**src/rtl/unidade_controle_jogo.sv**
```systemverilog
// Control FSM for the memory-sequence game: drives the datapath through
// display, play and compare phases and reports win/lose/timeout.
module unidade_controle_jogo (
    input  logic       clock,
    input  logic       reset,
    input  logic       iniciar,
    input  logic       fimS,
    input  logic       fimTMR,
    input  logic       jogada_feita,
    input  logic       chavesIgualMemoria,
    input  logic       enderecoIgualSequencia,
    input  logic       timeout,
    output logic       zeraR,
    output logic       zeraE,
    output logic       zeraS,
    output logic       zeraM,
    output logic       zeraTMR,
    output logic       registraR,
    output logic       registraM,
    output logic       contaE,
    output logic       contaS,
    output logic       contaTMR,
    output logic       pronto,
    output logic       ganhou,
    output logic       perdeu,
    output logic       db_timeout,
    output logic [3:0] db_estado
);

    typedef enum logic [3:0] {
        INICIAL           = 4'h0,
        PREPARACAO        = 4'h1,
        MOSTRA_DADO       = 4'h2,
        PROXIMO_MOSTRA    = 4'h3,
        FIM_MOSTRA        = 4'h4,
        ESPERA_JOGADA     = 4'h5,
        REGISTRA          = 4'h6,
        COMPARA           = 4'h7,
        PROXIMO_ENDERECO  = 4'h8,
        PROXIMA_SEQUENCIA = 4'h9,
        FIM_ACERTOU       = 4'hA,
        FIM_ERROU         = 4'hB,
        FIM_TIMEOUT       = 4'hC
    } state_t;

    state_t state;
    state_t next;

    function automatic state_t next_state(
        input state_t s,
        input logic   ini,
        input logic   fs,
        input logic   ftmr,
        input logic   jog,
        input logic   chaves,
        input logic   endseq,
        input logic   tmo
    );
        case (s)
            INICIAL:           next_state = ini ? PREPARACAO : INICIAL;
            PREPARACAO:        next_state = MOSTRA_DADO;
            MOSTRA_DADO: begin
                if (!ftmr)       next_state = MOSTRA_DADO;
                else if (endseq) next_state = FIM_MOSTRA;
                else             next_state = PROXIMO_MOSTRA;
            end
            PROXIMO_MOSTRA:    next_state = MOSTRA_DADO;
            FIM_MOSTRA:        next_state = ESPERA_JOGADA;
            // A play landing in the same cycle as the timeout still counts.
            ESPERA_JOGADA: begin
                if (jog)         next_state = REGISTRA;
                else if (tmo)    next_state = FIM_TIMEOUT;
                else             next_state = ESPERA_JOGADA;
            end
            REGISTRA:          next_state = COMPARA;
            COMPARA: begin
                if (!chaves)     next_state = FIM_ERROU;
                else if (!endseq) next_state = PROXIMO_ENDERECO;
                else if (fs)     next_state = FIM_ACERTOU;
                else             next_state = PROXIMA_SEQUENCIA;
            end
            PROXIMO_ENDERECO:  next_state = ESPERA_JOGADA;
            PROXIMA_SEQUENCIA: next_state = MOSTRA_DADO;
            FIM_ACERTOU:       next_state = ini ? PREPARACAO : FIM_ACERTOU;
            FIM_ERROU:         next_state = ini ? PREPARACAO : FIM_ERROU;
            FIM_TIMEOUT:       next_state = ini ? PREPARACAO : FIM_TIMEOUT;
            default:           next_state = INICIAL;
        endcase
    endfunction

    assign next = next_state(state, iniciar, fimS, fimTMR, jogada_feita,
                             chavesIgualMemoria, enderecoIgualSequencia, timeout);

    // Outputs are registered from the next state so they always match the state register.
    always_ff @(posedge clock or negedge reset) begin
        if (!reset) begin
            state      <= INICIAL;
            zeraR      <= 1'b0;
            zeraE      <= 1'b0;
            zeraS      <= 1'b0;
            zeraM      <= 1'b0;
            zeraTMR    <= 1'b0;
            registraR  <= 1'b0;
            registraM  <= 1'b0;
            contaE     <= 1'b0;
            contaS     <= 1'b0;
            contaTMR   <= 1'b0;
            pronto     <= 1'b0;
            ganhou     <= 1'b0;
            perdeu     <= 1'b0;
            db_timeout <= 1'b0;
        end else begin
            state      <= next;
            zeraR      <= 1'b0;
            zeraE      <= 1'b0;
            zeraS      <= 1'b0;
            zeraM      <= 1'b0;
            zeraTMR    <= 1'b0;
            registraR  <= 1'b0;
            registraM  <= 1'b0;
            contaE     <= 1'b0;
            contaS     <= 1'b0;
            contaTMR   <= 1'b0;
            pronto     <= 1'b0;
            ganhou     <= 1'b0;
            perdeu     <= 1'b0;
            db_timeout <= 1'b0;
            case (next)
                PREPARACAO: begin
                    zeraE   <= 1'b1;
                    zeraS   <= 1'b1;
                    zeraR   <= 1'b1;
                    zeraM   <= 1'b1;
                    zeraTMR <= 1'b1;
                end
                MOSTRA_DADO: begin
                    registraM <= 1'b1;
                    contaTMR  <= 1'b1;
                end
                PROXIMO_MOSTRA: begin
                    contaE  <= 1'b1;
                    zeraTMR <= 1'b1;
                end
                FIM_MOSTRA: begin
                    zeraE   <= 1'b1;
                    zeraM   <= 1'b1;
                    zeraTMR <= 1'b1;
                end
                REGISTRA:         registraR <= 1'b1;
                PROXIMO_ENDERECO: contaE    <= 1'b1;
                PROXIMA_SEQUENCIA: begin
                    contaS  <= 1'b1;
                    zeraE   <= 1'b1;
                    zeraR   <= 1'b1;
                    zeraTMR <= 1'b1;
                end
                FIM_ACERTOU: begin
                    pronto <= 1'b1;
                    ganhou <= 1'b1;
                end
                FIM_ERROU: begin
                    pronto <= 1'b1;
                    perdeu <= 1'b1;
                end
                FIM_TIMEOUT: begin
                    pronto     <= 1'b1;
                    perdeu     <= 1'b1;
                    db_timeout <= 1'b1;
                end
                default: ;
            endcase
        end
    end

    assign db_estado = state;

endmodule

```
**config.mk**
```make
export PLATFORM = sky130hd
export DESIGN_NAME = unidade_controle_jogo
export DESIGN_NICKNAME = d
export VERILOG_FILES = /design/src/rtl/unidade_controle_jogo.sv
export SDC_FILE = /design/constraint.sdc
export NUM_CORES = 1
export LEC_CHECK = 0
export ABC_AREA = 1
export CAP_MARGIN = 20
export CORE_UTILIZATION = 26
export CTS_CLUSTER_SIZE = 14
export DETAILED_ROUTE_END_ITERATION = 10
export GPL_TIMING_DRIVEN = 0
export PLACE_DENSITY = 0.51
export SLEW_MARGIN = 20
export SYNTH_ARGS = -nofsm -noshare
export SYNTH_HDL_FRONTEND = slang
export SYNTH_SLANG_ARGS = --single-unit
```
**constraint.sdc**
```tcl
create_clock -name clock -period 1.3 [get_ports clock]
set_input_delay 0.13 -clock clock [delete_from_list [all_inputs] [get_ports clock]]
set_output_delay 0.13 -clock clock [all_outputs]
set_load 0.01 [all_outputs]
```
; Yosys cells after proc, flatten, opt, wreduce, memory -nomap -nowiden
; Index checks and enable logic that the tools add are counted.
[classes]
n_eq_ne = 22
muxes = 25
reduce_logical = 10
[op_table]
columns = op, count
row1 = $eq 4x4->1 const B, 10
row2 = $pmux 4 s10, 1
row3 = $eq 4x3->1 const B, 6
row4 = $mux 4, 5
row5 = $eq 4x2->1 const B, 4
row6 = $mux 1, 14
row7 = $reduce_or 2->1, 5
row8 = $reduce_or 3->1, 3
row9 = $eq 4x1->1 const B, 2
row10 = $mux 2, 3
row11 = $mux 3, 2
row12 = $logic_not 4->1, 1
row13 = $reduce_or 4->1, 1
[totals]
regBits = 17
input_bits = 9
output_inout_bits = 18

; Depth between registers and ports, before layout
[logic_depth]
word_depth = 7
ltp_mapped = 11
mapped_depth_nobuf = 11

; Least setup slack after synthesis
; No wires, ideal clock.
[synth_path]
path_kind = register -> register
startpoint = reg state[1], in the netlist db_estado[1]
endpoint = reg zeraE
arrival_time_ns = 1.249
slack_ns = -0.068
stages_incl_launch_ff = 11
cell_sequence = dfrtp_1 inv_2 nor2_4 nand3_1 nand2_1 nor2_1 nand2_4 nand2_2 nor2_4 nor2_4 nand2_1
[synth_via]
elab_chain_len = 6
elab_cells_between_ends = 21
classes_between = eq/ne: 15 / mux: 2 / reduce/logical: 4
[synth_rtl]
columns = element, line
row1 = "start, declared", 46  ; state_t state;
row2 = "start signal, assigned", 113  ; state <= next;
row3 = $eq 4x4->1 (tied with other cells), 59  ; case (s)
row4 = $reduce_or 3->1 (no line) / $reduce_or 2->1 (equally long branches), -
row5 = $pmux 4 s10 *, 59
row6 = net next[0], 47  ; state_t next;
row7 = $eq 4x4->1 (tied with other cells), 128  ; case (next)
row8 = $reduce_or 3->1 (no line) *, -
row9 = $mux 1 *, 128
row10 = "end signal, assigned", 130  ; zeraE <= 1'b1;
row11 = "end signal, assigned", 145  ; zeraE <= 1'b1;
row12 = "end signal, assigned", 153  ; zeraE <= 1'b1;
row13 = "end, declared", 14  ; output logic zeraE,
; The timed path passes the listed nets; every way through them passes the cells marked *.

; Worst setup path in the final report
[layout_path]
startpoint = reg state[3], in the netlist db_estado[3]
endpoint = reg zeraTMR
[layout_via]
elab_chain_len = 6
elab_cells_between_ends = 22
classes_between = eq/ne: 16 / mux: 2 / reduce/logical: 4
[layout_rtl]
columns = element, line
row1 = $eq 4x4->1 (tied with other cells), 59
row2 = $reduce_or 3->1 (no line) / $reduce_or 2->1 (equally long branches), -
row3 = $pmux 4 s10 *, 59
row4 = $eq 4x4->1 (tied with other cells), 128
row5 = $reduce_or 4->1 (no line) *, -
row6 = $mux 1 *, 128
row7 = "end signal, assigned", 134  ; zeraTMR <= 1'b1;
row8 = "end signal, assigned", 142  ; zeraTMR <= 1'b1;
row9 = "end signal, assigned", 147  ; zeraTMR <= 1'b1;
row10 = "end, declared", 17  ; output logic zeraTMR,
; Every way passes the cells marked *; elsewhere a longest branch is shown, timed or not.

==> run summary <==
Across all layers, the routed design uses 842 vias. The largest area contributor in the netlist was sky130_fd_sc_hd__dfrtp_1. The Yosys step of the flow raised 0 warnings. The count of boundary I/O pins is 27. The internal power component was 1.83 mW; the pin count of the biggest net entering global routing was 18.

The fraction of registers with async set or reset after synthesis is 1.00. The final worst setup slack was -0.166 ns; the transition time at the pin with the least slew margin was 0.732 ns. The launching element type of the critical path was a flop. The floorplan step set the die width to 60.2 um. The flop and latch count out of synthesis is 17, and the number of antenna violations at the first check in global routing is 0. The logs give 0.00110 V for the maximum VDD drop and 6 for the number of design-rule violations left by the first detailed-router iteration.

The cell area that synthesis handed to floorplanning was 881 sq um. The largest fanout of any net on the critical path was 6; the number of fillers in the final layout was 324. The tools report the power after layout as 3.31 mW. Data arrives at the worst endpoint at 1.70 ns. Dividing total power by cell area gives a power density of 2180 nW/um^2. At the placement stage, the worst setup path has a slack of -0.257 ns.

The floorplan step defined a die boundary enclosing 3620 sq um. The share of layout cells above drive strength 1 is 0.487, and the maximum clock path buffer count is 2. Summed over all cells, the static leakage comes to 0.939 nW. Tightest slew margin relative to the limit: 0.510.

Final hold analysis gives a worst-case slack of 0.269 ns. After detailed placement, the design holds a cell count of 178. The worst register-to-register path has a depth of 8. Counting instances in the post-synthesis netlist gives the leading cell types as 26 x sky130_fd_sc_hd__nand2_1, 17 x sky130_fd_sc_hd__dfrtp_1, 13 x sky130_fd_sc_hd__inv_1, 11 x sky130_fd_sc_hd__nand3_1, 11 x sky130_fd_sc_hd__nor2_1. The run gives 0.256 as the sequential fraction of design power.

Counting I/O delays and the setup requirement, the final critical path takes 1.47 ns. In this run the register-to-register setup slack is -0.17 ns. The effective utilization at floorplan is 0.282. The checks that failed: negative setup slack. The flip-flop count of the largest register after layout is 4.

The number of antenna diodes in the final layout is 0. In the final routed layout, each cell accounts on average for 10.7 um. The layout-stage area growth over the synthesis result was 72.7%; the number of enable-type register cells in the synthesized netlist was 0. Number of max-slew violations in the final report: 0.

The critical path required time is 1.53 ns, and the period utilization is 1.13. The total congestion overflow was 0; the number of placement rows was 20. The count of input and output buffers came out at 26. The congestion estimate from routability-driven global placement came to 0.808. For the deepest level of the CTS H-tree, the log shows 1. For this run, design rule violations remaining after detail routing come to 0.

Setup violations remaining at the end of the flow were counted as 14. The switching power summed over all nets was 1.48 mW. The type of the worst setup path was reg -> reg. The destination of the critical timing path was zeraTMR$_DFF_PN0_. The element type at the critical path end was a flop. The part of the total power dissipated in the clock network is 0.082. The run gives 0.29 ns as the clock latency at the later pin of the worst-skew pair.

Sorting the synthesized cells by area gives the leading types as sky130_fd_sc_hd__dfrtp_1 48%, sky130_fd_sc_hd__nand2_1 11%, sky130_fd_sc_hd__nor2_4 7.7%. The count of maximum capacitance violations came out at 0. The run finished, with violations left. A synthesized cell averages 8.16 sq um.

Once detail routing completed, the nets flagged for antenna violations numbered 0. The number of optimization iterations in the first detailed-route pass was 2. The cell sitting at the root of the clock tree is a sky130_fd_sc_hd__clkbuf_4. The final layout net count was 164. The clock-pin slew of the registers on the worst-case setup and hold paths is 0.10 ns, and the final worst clock skew is 0.00734 ns.

In this run the worst hold path is classified as in -> async. The worst register-to-register path begins at db_estado[3]$_DFF_PN0_. Derived from the worst setup path, the maximum achievable clock frequency is 682 MHz. Fraction of power spent switching nets: 0.446.

For this block, the routed nets add up to 2110 um of wire. Most frequent cell after synthesis: sky130_fd_sc_hd__nand2_1. For the wire length of the first global-routing pass, the log shows 3590 um. The total count of hold-check failures in the final report came out at 0.

The run gives 0.483 as the sequential-to-total area share from yosys stat. The die is 60.2 um tall. After detailed routing, the number of vias per cell comes to 4.25. The run gives 0.486 as the utilization after layout. TritonCTS built the clock tree. For the area of the core, the log shows 3130 sq um. The dominant synthesized flop cell is sky130_fd_sc_hd__dfrtp_1.

The logs give 0.136 for the total global routing track utilization and 0.662 for the share of power burned in combinational logic. The tools report the critical path launch point as db_estado[3]$_DFF_PN0_. The final non-filler cell total is 198. Number of clock buffers inserted by TritonCTS: 3. The logs give 1400 um for the post-DP HPWL and 18 for the count of unique library cells instantiated by Yosys. The tools report the number of clock sinks as 17.

Synthesis handed over a netlist of 108 instances. Setup repair after global routing could not meet its margin everywhere. In this run the critical register-to-register path is captured at zeraTMR$_DFF_PN0_. When the netlist entered floorplanning its net count stood at 117. The via count of the first global-routing pass is 831, and the share of the synthesized area in the top cell type is 0.483.
-- layout make-up --
cell class              count  area [sq um]  share of cell area
multi-input cells          71           508               0.334
plain buffers               1          7.51             0.00493
repair buffers             42           419               0.275
flip-flops and latches     17           430               0.283
well taps                  44          55.1              0.0362
clock buffers               3          22.5              0.0148
clock inverters             1          5.00             0.00329
inverters                  19          73.8              0.0485
-- cells in the final DEF, fill, tap and decap left out, types with 3 or more instances in the layout --
master,count
sky130_fd_sc_hd__nand2_1,19
sky130_fd_sc_hd__nand2_2,7
sky130_fd_sc_hd__nand3_2,9
sky130_fd_sc_hd__clkdlybuf4s50_1,9
sky130_fd_sc_hd__inv_1,10
sky130_fd_sc_hd__nor2_4,11
sky130_fd_sc_hd__dfrtp_1,13
sky130_fd_sc_hd__buf_6,7
sky130_fd_sc_hd__dlygate4sd2_1,6
sky130_fd_sc_hd__nor2_1,6
sky130_fd_sc_hd__dlymetal6s2s_1,10
sky130_fd_sc_hd__buf_4,10
sky130_fd_sc_hd__dfrtp_2,4
sky130_fd_sc_hd__nand2_4,4
sky130_fd_sc_hd__clkbuf_4,3
sky130_fd_sc_hd__nor2_2,5
sky130_fd_sc_hd__inv_2,8
sky130_fd_sc_hd__nand3_1,3
-- critical path: stages, from the launching register on --
cell	delay (ns)
sky130_fd_sc_hd__dfrtp_2	0.47
sky130_fd_sc_hd__buf_6	0.14
sky130_fd_sc_hd__nand4_1	0.15
sky130_fd_sc_hd__nand3_2	0.12
sky130_fd_sc_hd__nor2_4	0.22
sky130_fd_sc_hd__nand2_4	0.08
sky130_fd_sc_hd__nor2_4	0.14
sky130_fd_sc_hd__nor2_4	0.04
sky130_fd_sc_hd__nand2_1	0.05
-- kinds of logic after synthesis --
group,after synthesis,synth area share
simple gates,66,0.393
compound gates,5,0.0341
flops,17,0.483
buf+inv,20,0.0895
-- power groups by stage --
stage	Combinational [mW]	Clock (mW)	Sequential, mW
global route	2.40	0.301	0.870
CTS	2.01	0.284	0.851
floorplan	0.927	0	0.907
global placement	1.48	0	0.857
finish	2.19	0.272	0.846
detailed placement	1.49	0	0.855
-- metrics by stage --
| step | TNS [ns] | area (sq um) |
|---|---|---|
| floorplan | -0.000199 | 901 |
| global placement | -1.99 | 1220 |
| detailed placement | -2.10 | 1220 |
| CTS | -1.20 | 1460 |
| global route | -2.89 | 1520 |
| finish | -1.57 | 1520 |
-- timing repair --
action / CTS / global route
endpoints found under the setup margin: 18 / 26
buffers inserted: 13 / 3
hold buffers: 0 / 0
pin swaps: 15 / 8
gates resized for setup: 41 / 18
-- per-layer routing --
layer / global-route usage / vias to the layer above / share of wire / wire length, um
li1: - / 422 / - / -
met1: 0.148 / 395 / 0.39 / 834
met2: 0.256 / 21 / 0.55 / 1170
met3: 0.0195 / 4 / 0.043 / 91
met4: 0.0598 / 0 / 0.010 / 22
met5: 0 / - / 0 / 0
-- how the worst min path moves through the flow --
stage	startpoint	end	slack, ns	cells after the start
2_1_floorplan	reset	contaE$_DFF_PN0_	-0.17	0
3_3_place_gp	reset	pronto$_DFF_PN0_	0.61	1
3_5_place_dp	reset	ganhou$_DFF_PN0_	0.61	1
4_1_cts	reset	zeraR$_DFF_PN0_	0.28	1
5_1_grt	reset	zeraR$_DFF_PN0_	0.33	1
6_report	reset	zeraR$_DFF_PN0_	0.27	1
(Power assumes the default switching activity.)
